<file path="config.mk">
export PLATFORM = sky130hd
export DESIGN_NAME = rca_accumulator
export DESIGN_NICKNAME = d
export VERILOG_FILES = /design/src/rtl/rca_pkg.sv /design/src/rtl/ripple_carry_adder.sv /design/src/rtl/rca_accumulator.sv
export SDC_FILE = /design/constraint.sdc
export NUM_CORES = 1
export LEC_CHECK = 0
export ABC_AREA = 1
export BUFFER_PORTS_ARGS = -buffer_cell sky130_fd_sc_hd__buf_2
export CAP_MARGIN = 10
export CORE_AREA = 2 2 95 97
export DETAILED_ROUTE_END_ITERATION = 8
export DIE_AREA = 0 0 97 99
export PLACE_DENSITY = 0.76
export SYNTH_ARGS = -nofsm -noshare
export SYNTH_HDL_FRONTEND = slang
export SYNTH_SLANG_ARGS = --single-unit
</file>
<file path="constraint.sdc">
create_clock -name clk -period 20.4 [get_ports clk]
set_clock_uncertainty 0.05 [all_clocks]
set_input_delay 2.04 -clock clk [delete_from_list [all_inputs] [get_ports clk]]
set_output_delay 2.04 -clock clk [all_outputs]
set_load 0.01 [all_outputs]
</file>
<file path="src/rtl/rca_pkg.sv">
// Shared types and constants for the ripple-carry accumulator slice.
package rca_pkg;

    localparam int DEFAULT_WIDTH = 32;
    localparam int MAX_SAT_W     = 64;

    typedef enum logic {
        ACCUM = 1'b0,
        DONE  = 1'b1
    } acc_state_t;

    // Saturation limits for a two's complement value of width w (w <= 64),
    // returned zero-extended; callers keep the low w bits.
    function automatic logic [MAX_SAT_W-1:0] SAT_MAX(input int w);
        return (64'd1 << (w - 1)) - 64'd1;
    endfunction

    function automatic logic [MAX_SAT_W-1:0] SAT_MIN(input int w);
        return 64'd1 << (w - 1);
    endfunction

endpackage

</file>
<file path="src/rtl/ripple_carry_adder.sv">
// Plain WIDTH-bit ripple-carry adder with carry-out and signed-overflow flag.
module ripple_carry_adder #(
    parameter int WIDTH = 32
) (
    input  logic [WIDTH-1:0] a,
    input  logic [WIDTH-1:0] b,
    input  logic             cin,
    output logic [WIDTH-1:0] sum,
    output logic             cout,
    output logic             overflow
);

    logic [WIDTH:0] carry;

    assign carry[0] = cin;

    for (genvar i = 0; i < WIDTH; i++) begin : g_fa
        assign sum[i]     = a[i] ^ b[i] ^ carry[i];
        assign carry[i+1] = (a[i] & b[i]) | (a[i] & carry[i]) | (b[i] & carry[i]);
    end

    assign cout = carry[WIDTH];
    // Same-sign operands producing an opposite-sign result.
    assign overflow = (a[WIDTH-1] == b[WIDTH-1]) && (sum[WIDTH-1] != a[WIDTH-1]);

endmodule

</file>
<file path="src/rtl/rca_accumulator.sv">
// Packet accumulator: sums signed beats through one ripple adder, optional
// saturation, sticky overflow, result presented on a valid/ready handshake.
module rca_accumulator
    import rca_pkg::*;
#(
    parameter int WIDTH    = DEFAULT_WIDTH,
    parameter int COUNT_W  = 8,
    parameter bit SATURATE = 1'b1
) (
    input  logic               clk,
    input  logic               rst,
    input  logic               in_valid,
    output logic               in_ready,
    input  logic [WIDTH-1:0]   in_data,
    input  logic               in_last,
    output logic               out_valid,
    input  logic               out_ready,
    output logic [WIDTH-1:0]   out_sum,
    output logic               out_overflow,
    output logic [COUNT_W-1:0] out_count
);

    localparam logic [MAX_SAT_W-1:0] SAT_MAX_FULL = SAT_MAX(WIDTH);
    localparam logic [MAX_SAT_W-1:0] SAT_MIN_FULL = SAT_MIN(WIDTH);
    localparam logic [WIDTH-1:0]     SAT_HI       = SAT_MAX_FULL[WIDTH-1:0];
    localparam logic [WIDTH-1:0]     SAT_LO       = SAT_MIN_FULL[WIDTH-1:0];

    acc_state_t         state;
    logic [WIDTH-1:0]   acc;
    logic [COUNT_W-1:0] count;
    logic               ovf;

    logic [WIDTH-1:0]   add_sum;
    logic               add_ovf;
    logic               add_cout_unused;

    logic [WIDTH-1:0]   acc_nxt;
    logic [COUNT_W-1:0] count_nxt;
    logic               ovf_nxt;
    logic               accept;

    ripple_carry_adder #(
        .WIDTH(WIDTH)
    ) u_adder (
        .a        (acc),
        .b        (in_data),
        .cin      (1'b0),
        .sum      (add_sum),
        .cout     (add_cout_unused),
        .overflow (add_ovf)
    );

    assign accept = in_valid & in_ready;

    // On overflow both operands share acc's sign, so acc's MSB picks the rail.
    always_comb begin
        acc_nxt = add_sum;
        if (SATURATE && add_ovf) begin
            acc_nxt = acc[WIDTH-1] ? SAT_LO : SAT_HI;
        end
    end

    assign ovf_nxt   = ovf | add_ovf;
    assign count_nxt = (count == {COUNT_W{1'b1}}) ? count : count + 1'b1;

    always_ff @(posedge clk) begin
        if (rst) begin
            state        <= ACCUM;
            acc          <= '0;
            count        <= '0;
            ovf          <= 1'b0;
            in_ready     <= 1'b1;
            out_valid    <= 1'b0;
            out_sum      <= '0;
            out_overflow <= 1'b0;
            out_count    <= '0;
        end else begin
            case (state)
                ACCUM: begin
                    if (accept) begin
                        acc   <= acc_nxt;
                        ovf   <= ovf_nxt;
                        count <= count_nxt;
                        if (in_last) begin
                            state        <= DONE;
                            in_ready     <= 1'b0;
                            out_valid    <= 1'b1;
                            out_sum      <= acc_nxt;
                            out_overflow <= ovf_nxt;
                            out_count    <= count_nxt;
                        end
                    end
                end
                DONE: begin
                    if (out_ready) begin
                        state        <= ACCUM;
                        acc          <= '0;
                        count        <= '0;
                        ovf          <= 1'b0;
                        in_ready     <= 1'b1;
                        out_valid    <= 1'b0;
                        out_sum      <= '0;
                        out_overflow <= 1'b0;
                        out_count    <= '0;
                    end
                end
                default: begin
                    state <= ACCUM;
                end
            endcase
        end
    end

endmodule

</file>
==> results, run 1 <==
- The later-pin clock latency in the skew report is 0.35 ns.
- The floorplan die height is 99 um.
- Synthesis inferred 85 register bits.
- The tightest slew margin relative to the limit is 33.8%.
- The final hold violation count came to 0.
- The number of antenna repair diodes is 0.
- The flip-flop cell with the highest count after synthesis is dfxtp_1.
- In this run the tool buffered the top-level ports with 79 buffer cells.
- In the layout the commonest cells are dfxtp_1, buf_2, inv_1.
- The count of cells along the worst register-to-register path is 37.
- The count of pins on the block boundary is 80.
- The number of flops mapped to enable cells by yosys is 0.
- Dividing the detail-routed wire length by the instance count gives 13.4 um.
- The end of the worst register-to-register path is acc[30].
- The worst register-to-register path begins at acc[0].
- The endpoint kind of the worst setup timing path is a flop.
- The power per cell area is 92.1 nW/um^2.
- For this run the aggregate overflow at the end of global routing stands at 0.
- The most common cell type on the critical path is fa_1.
- The nature of the critical path startpoint is an input port.
- The area growth from synthesis to layout is 14.0%.
- Setup violations remaining at the end of the flow were counted as 0.
- In this run the remaining antenna-violating nets after routing total 0.
- Global routing used 3.62% of the available met3 tracks.
- The number of max-slew violations in the final report is 0.
- Post-CTS timing repair inserted 0 buffers for setup.
- The first detailed-routing pass took 4 iterations.
- The die covers 9600 um^2.
- The busiest layer in global routing is met2.
- The worst stage delay on the critical path is 0.57 ns.
- The cell count after placement is 688.
- In the finished design, the share of the clock period the worst path needs comes to 74.1%.
- The placed wire-length estimate after detailed placement is 6.82 mm.
- The region available for standard cell placement spans 8550 um^2.
- The number of clock buffers added by TritonCTS is 9.
- The first-pass GRT wire length is 16.0 mm.
- The post-CTS clock slew at the launch and capture registers of the worst setup and hold paths is 0.08 ns.
- After detailed routing, the number of vias per cell comes to 5.05.
- The initial antenna violation count was 0.
- The worst hold path terminates at out_count[7].
- The cell type contributing the most total cell area after synthesis is dfxtp_1.
- Once layout is complete, the cells apart from fillers number 704.
- Static timing analysis puts the maximum clock frequency at 0.0662 GHz.
- The mean instance size in the synthesized netlist is 7.97 um^2.
- Cells fill 56.1% of the core in the end.
- Setup repair after global routing left no endpoint under its margin.
- The count of synthesis-stage warnings from yosys is 0.
- The total via count after detailed routing is 3553.
- The reported max-cap violation count is 0.
- After detailed placement, the total cell area comes to 4580 um^2.
- The start point of the worst hold path is out_count[7].
- The maximum root-to-sink buffer count is 2.
- Gates resized during post-CTS repair numbered 0.
- The overall die width is 97 um.
- The peak ir drop on the vdd network is 0.0434 mV.
- The netlist uses 28 different library cells.
- The proportion of synthesized chip area in sequential cells is 40.5%.
- The proportion of layout cells with a drive suffix above 1 is 17.8%.
- The met1 layer usage reported by global route is 26.3%.
- After detailed routing, the number of remaining DRC violations is 0.
- Wires add up to 9.47 mm.
- The data arrival at the endpoint of the critical path is 15.33 ns.
- The H-tree generated during clock tree synthesis spans 3 levels.
- The required time of the worst setup path is 20.62 ns.
- The final layout contains 660 nets.
- The post-layout minimum cycle time is 15.11 ns.
- Global routing used 20.3% of the available tracks.
- The pin count of the biggest net entering global routing is 63.
- The number of nets in the synthesized netlist is 597.
- For the pin with the worst max-slew slack, the measured transition is 0.990 ns.
- For this design, the slowest cell found on the critical path is nand2_1.
- The number of DRC violations after detailed-routing iteration 0 is 183.
- The peak fanout along the critical path is 30.
- The hold buffer count at CTS is 0.
- The cell depth of the worst min-delay path is 2.
- The CTS sink count is 85.
- The fraction of post-synthesis cell area in the top cell type by area is 40.5%.
- The tree is rooted in a clkbuf_8.
- After technology mapping, the gate count stands at 528.
- The sum of negative setup slack is 0 ns.
- The library cell used most frequently in the layout, excluding fill and tap cells, is dfxtp_1.
- TritonCTS built the clock tree.
- The final instance area is 4800 um^2.
- Across all register-to-register paths, the minimum setup slack is 6.69 ns.
- The initial utilization of the core area, before any placement, comes to 49.2%.
- The routability congestion estimate from global placement is 0.844.
- The met2 track demand over resource is 35.0%.
- The row count is 34.
- The synthesized netlist occupies a cell area of 4210 um^2.
- The via count of the first global-routing pass was 3481.
- For this design the static power due to leakage is 2.22 nW.
- By area the synthesized netlist is led by dfxtp_1, fa_1, a21oi_1, o21ai_0, inv_1.
- The run finished with clean final reports.
- The tightest min-delay check is of the flop to flop type.
- The critical path in this run is classified as input port to flop.
- The share of synthesized registers carrying an async set or reset is 0%.
synth_stat cells (2+ instances only):
cell      count
inv_2         4
buf_2         9
nand2_4       2
nand2_1      66
o21ai_0      68
nand3_1      12
ha_1          2
nor2_1       65
buf_4         3
nand4_1       3
o21ai_1       9
fa_1         30
a21oi_1      69
clkbuf_1     11
dfxtp_1      85
nand2_2       2
buf_6         5
inv_1        73
metrics by stage:
step	total power, mW	hold slack (ns)	setup WS, ns
after floorplan	0.282	0.395	6.22
after global placement	0.308	0.388	5.31
after detailed placement	0.314	0.406	4.94
after CTS	0.445	0.419	5.33
after global routing	0.471	0.431	4.77
final	0.442	0.416	5.29
worst max-delay path: cells and delay by family:
family	cells	cell delay, ns
buffers and inverters	4	0.55
adder cells (fa/ha/maj)	31	11.88
AO/OA/AOI/OAI	2	0.29
AND/OR/NAND/NOR	1	0.57
power breakdown:
group / total, mW / switching (mW) / internal, mW
logic: 0.115 / 0.0719 / 0.0430
clock network: 0.132 / 0.0594 / 0.0728
registers: 0.195 / 0.0100 / 0.185
total: 0.442 / 0.141 / 0.301
logic make-up (layout without fill, tap and decap cells):
kind of cell	after synthesis	in the layout	share of synthesized area, %
fa+ha+maj	32	32	14.9
buf+inv	106	174	10.9
compound gates	148	148	17.8
flops	85	85	40.5
simple gates	156	156	15.7
xor+xnor	1	1	0.208
area by class of cell:
class | count | area [um^2]
clock buffer | 13 | 149
timing repair buffer | 80 | 403
inverter | 78 | 295
fill | 794 | 3750
tap | 108 | 135
sequential | 85 | 1700
multi-input combinational | 337 | 2040
clock inverter | 3 | 68.8
flip-flops by register name, summed over array words and instances, names as in the netlist:
name / count
acc: 32
out_sum: 32
count: 8
out_count: 8
in_ready: 1
out_overflow: 1
out_valid: 1
ovf: 1
state: 1
layer usage:
metal / wire [um] / part of all wire [%]
met1: 4190 / 44
met2: 4750 / 50
met3: 389 / 4.1
met4: 131 / 1.4
met5: 0 / 0
worst max-delay path by stage:
stage	startpoint	end	slack [ns]	depth (start not counted)
global route	in_data[0]	out_overflow	4.77	40
CTS	in_data[0]	acc[0]	5.33	38
floorplan	in_data[0]	out_sum[10]	6.22	39
finish	in_data[0]	acc[30]	5.29	38
global placement	in_data[0]	ovf	5.31	40
detailed placement	in_data[0]	acc[0]	4.94	38
Note: power is estimated with default switching activity, not from simulation.
==> run 2: changes to the inputs <==
--- a/config.mk
+++ b/config.mk
@@ -11,7 +11,7 @@
 export CORE_AREA = 2 2 95 97
 export DETAILED_ROUTE_END_ITERATION = 8
 export DIE_AREA = 0 0 97 99
-export PLACE_DENSITY = 0.76
+export PLACE_DENSITY = 0.79
 export SYNTH_ARGS = -nofsm -noshare
 export SYNTH_HDL_FRONTEND = slang
 export SYNTH_SLANG_ARGS = --single-unit
==> constraint.sdc (replaced) <==
create_clock -name clk -period 13.2 [get_ports clk]
set_clock_uncertainty 0.05 [all_clocks]
set_input_delay 1.32 -clock clk [delete_from_list [all_inputs] [get_ports clk]]
set_output_delay 1.32 -clock clk [all_outputs]
set_load 0.01 [all_outputs]
==> run 2 against run 1 <==
- hold slack worse by 0.0036 ns
- sequential share of layout area is 1.3 points lower
- critical endpoint is now out_sum[22]
- first-iteration DRC count is 24% lower
- combinational power is 74% higher
==> results, run 2 (synthesis results as in run 1) <==
- The maximum root-to-sink buffer count came to 2 (unchanged).
- The overall die width was 97 um (unchanged).
- The synthesis-to-finish area growth is 18.3% (was 14.0%).
- The starting density of the core is 49.2% (unchanged).
- The CTS sink count is 85 (unchanged).
- The overall global routing resource usage was 20.7% (was 20.3%).
- RSZ-0062 raised after global routing: false (unchanged).
- The count of pins on the block boundary is 80 (unchanged).
- The final instance area was 4970 um^2 (was 4800 um^2).
- The placed wire-length estimate after detailed placement is 6.69 mm (was 6.82 mm).
- Counting I/O delays and the setup requirement, the final critical path takes 12.88 ns.
- The number of max-slew violations in the final report is 0 (unchanged).
- The number of nets with antenna violations after routing came to 0 (unchanged).
- The maximum level of the CTS H-tree is 3 (unchanged).
- The worst-margin pin slew is 1.00 ns (was 0.990 ns).
- The first-pass GRT wire length is 16.5 mm (was 16.0 mm).
- Run status: complete, no violations (unchanged).
- The later-pin clock latency in the skew report was 0.36 ns (was 0.35 ns).
- The area of the die was 9600 um^2 (unchanged).
- Top library cells by usage in the layout, fill and taps aside: dfxtp_1, buf_2, inv_1 (unchanged).
- The peak fanout along the critical path is 10 (was 30).
- The leakage power total is 2.26 nW (was 2.22 nW).
- The path type of the worst min-delay path is flop to flop (unchanged).
- Top flop regs: acc: 32 flops, out_sum: 32 flops (unchanged).
- The detail-routed net length per standard cell is 13.4 um (about the same).
- The post-CTS clock slew at the launch and capture registers of the worst setup and hold paths was 0.09 ns (was 0.08 ns).
- The final hold violation count came to 0 (unchanged).
- The number of buffers created by CTS is 9 (unchanged).
- The nature of the critical path startpoint is an input port (unchanged).
- The iteration count of the initial detailed-routing pass came to 5 (was 4).
- The routability congestion estimate from global placement was 0.862 (was 0.844).
- The DRC violation count after routing is 0 (unchanged).
- The required time of the worst setup path is 13.44 ns (was 20.62 ns).
- The clock tree from TritonCTS is built (unchanged).
- The met2 track demand over resource is 36.2% (was 35.0%).
- The overall routed net length is 9.52 mm (was 9.47 mm).
- The endpoint kind of the worst setup timing path is a flop (unchanged).
- The data arrival at the endpoint of the critical path came to 13.12 ns (was 15.33 ns).
- The pin count of the biggest net entering global routing is 63 (unchanged).
- The total via count after detailed routing is 3607 (was 3553).
- The internal reg-to-reg setup slack was 1.01 ns (was 6.69 ns).
- The post-CTS setup repair buffer count was 0 (unchanged).
- The via count of the first global-routing pass was 3731 (was 3481).
- The maximum operating frequency is 0.0776 GHz.
- The worst stage delay on the critical path came to 0.40 ns (was 0.57 ns).
- The vias per cell came to 5.09 (was 5.05).
- The total congestion overflow is 0 (unchanged).
- The number of antenna repair diodes is 0 (unchanged).
- The hold buffer count at CTS is 0 (unchanged).
- The number of buffer cells added on primary ports is 79 (unchanged).
- The tightest slew margin relative to the limit was 33.0% (was 33.8%).
- The area of the core came to 8550 um^2 (unchanged).
- The reported max-cap violation count is 0 (unchanged).
- The highest-delay cell along the critical path is fa_1 (was nand2_1).
- The most common library cell in the layout ignoring fill and taps is dfxtp_1 (unchanged).
- The floorplan die height is 99 um (unchanged).
- The met3 usage is 3.55% (was 3.62%).
- The number of DRC violations after detailed-routing iteration 0 is 139 (was 183).
- The busiest layer in global routing is met2 (unchanged).
- The worst hold slack is 0.412 ns (was 0.416 ns).
- The met1 layer usage reported by global route was 25.5% (was 26.3%).
- The peak ir drop on the vdd network is 0.0568 mV (was 0.0434 mV).
- The total number of nets in the final design is 664 (was 660).
- The power per cell area is 141 nW/um^2 (was 92.1 nW/um^2).
- The most common cell type on the critical path is fa_2 (was fa_1).
- The kind of critical path is input port to flop (unchanged).
- The clock root buffer is clkbuf_8 (unchanged).
- The final count of negative-setup-slack endpoints came to 0 (unchanged).
- The placed instance area came to 4690 um^2 (was 4580 um^2).
- The row count is 34 (unchanged).
- The proportion of layout cells with a drive suffix above 1 is 24.3% (was 17.8%).
- The initial antenna violation count is 0 (unchanged).
- The final critical-path share of the clock period is 97.6%.
-- run 2: cell types whose count changed in the layout (fill, tap and decap cells not counted), sizes merged --
cell / previous run / this run
clkbuf: 13 / 12
bufinv: 2 / 1
clkinv: 1 / 2
clkinvlp: 0 / 1
buf: 80 / 84
-- run 2: cell type report --
| cell class | instances | area, um^2 |
|---|---|---|
| Clock buffer | 12 | 165 |
| Clock inverter | 4 | 55.1 |
| Fill cell | 772 | 3580 |
| Inverter | 78 | 300 |
| Multi-Input combinational cell | 337 | 2160 |
| Sequential cell | 85 | 1700 |
| Tap cell | 108 | 135 |
| Timing Repair Buffer | 84 | 458 |
-- run 2: metal layers --
layer	routed length (um)	up-vias
met3	420	24
met4	221	0
li1	-	1811
met5	0	-
met1	4150	1671
met2	4730	101
-- run 2: where the power goes --
group	internal [mW]	switching (mW)
logic	0.0797	0.120
registers	0.286	0.0151
clock network	0.104	0.0982
total	0.469	0.234
-- run 2: timing repair --
item,in CTS,in global routing
cloned,0,0
resized for setup,11,8
pin swaps,1,1
endpoints found under the setup margin,64,64
-- run 2: through the flow --
stage / setup slack [ns] / setup TNS [ns] / instances / util (%) / total power, mW
2_1_floorplan: 0.0382 / 0 / 528 / - / 0.446
3_3_place_gp: -0.470 / -28.33 / 692 / 54.9 / 0.489
3_5_place_dp: -0.770 / -47.42 / 692 / 54.9 / 0.498
4_1_cts: 0.00904 / 0 / 708 / 57.8 / 0.701
5_1_grt: 0.0146 / 0 / 708 / 58.2 / 0.745
6_report: 0.315 / 0 / 708 / 58.2 / 0.703
-- run 2: worst paths after layout --
path | endpoint | depth (start not counted) | from
min reg2reg | out_valid | 2 | out_valid
max reg2reg | out_sum[22] | 39 | acc[0]
min | out_valid | 2 | out_valid
max | out_sum[22] | 40 | in_data[0]
-- run 2: critical path, delay by kind of cell --
kind | cells | cell delay (ns)
AOI/OAI and AO/OA | 1 | 0.13
buffers and inverters | 4 | 0.38
and+or+nand+nor | 4 | 0.37
adders and majority gates | 31 | 10.90
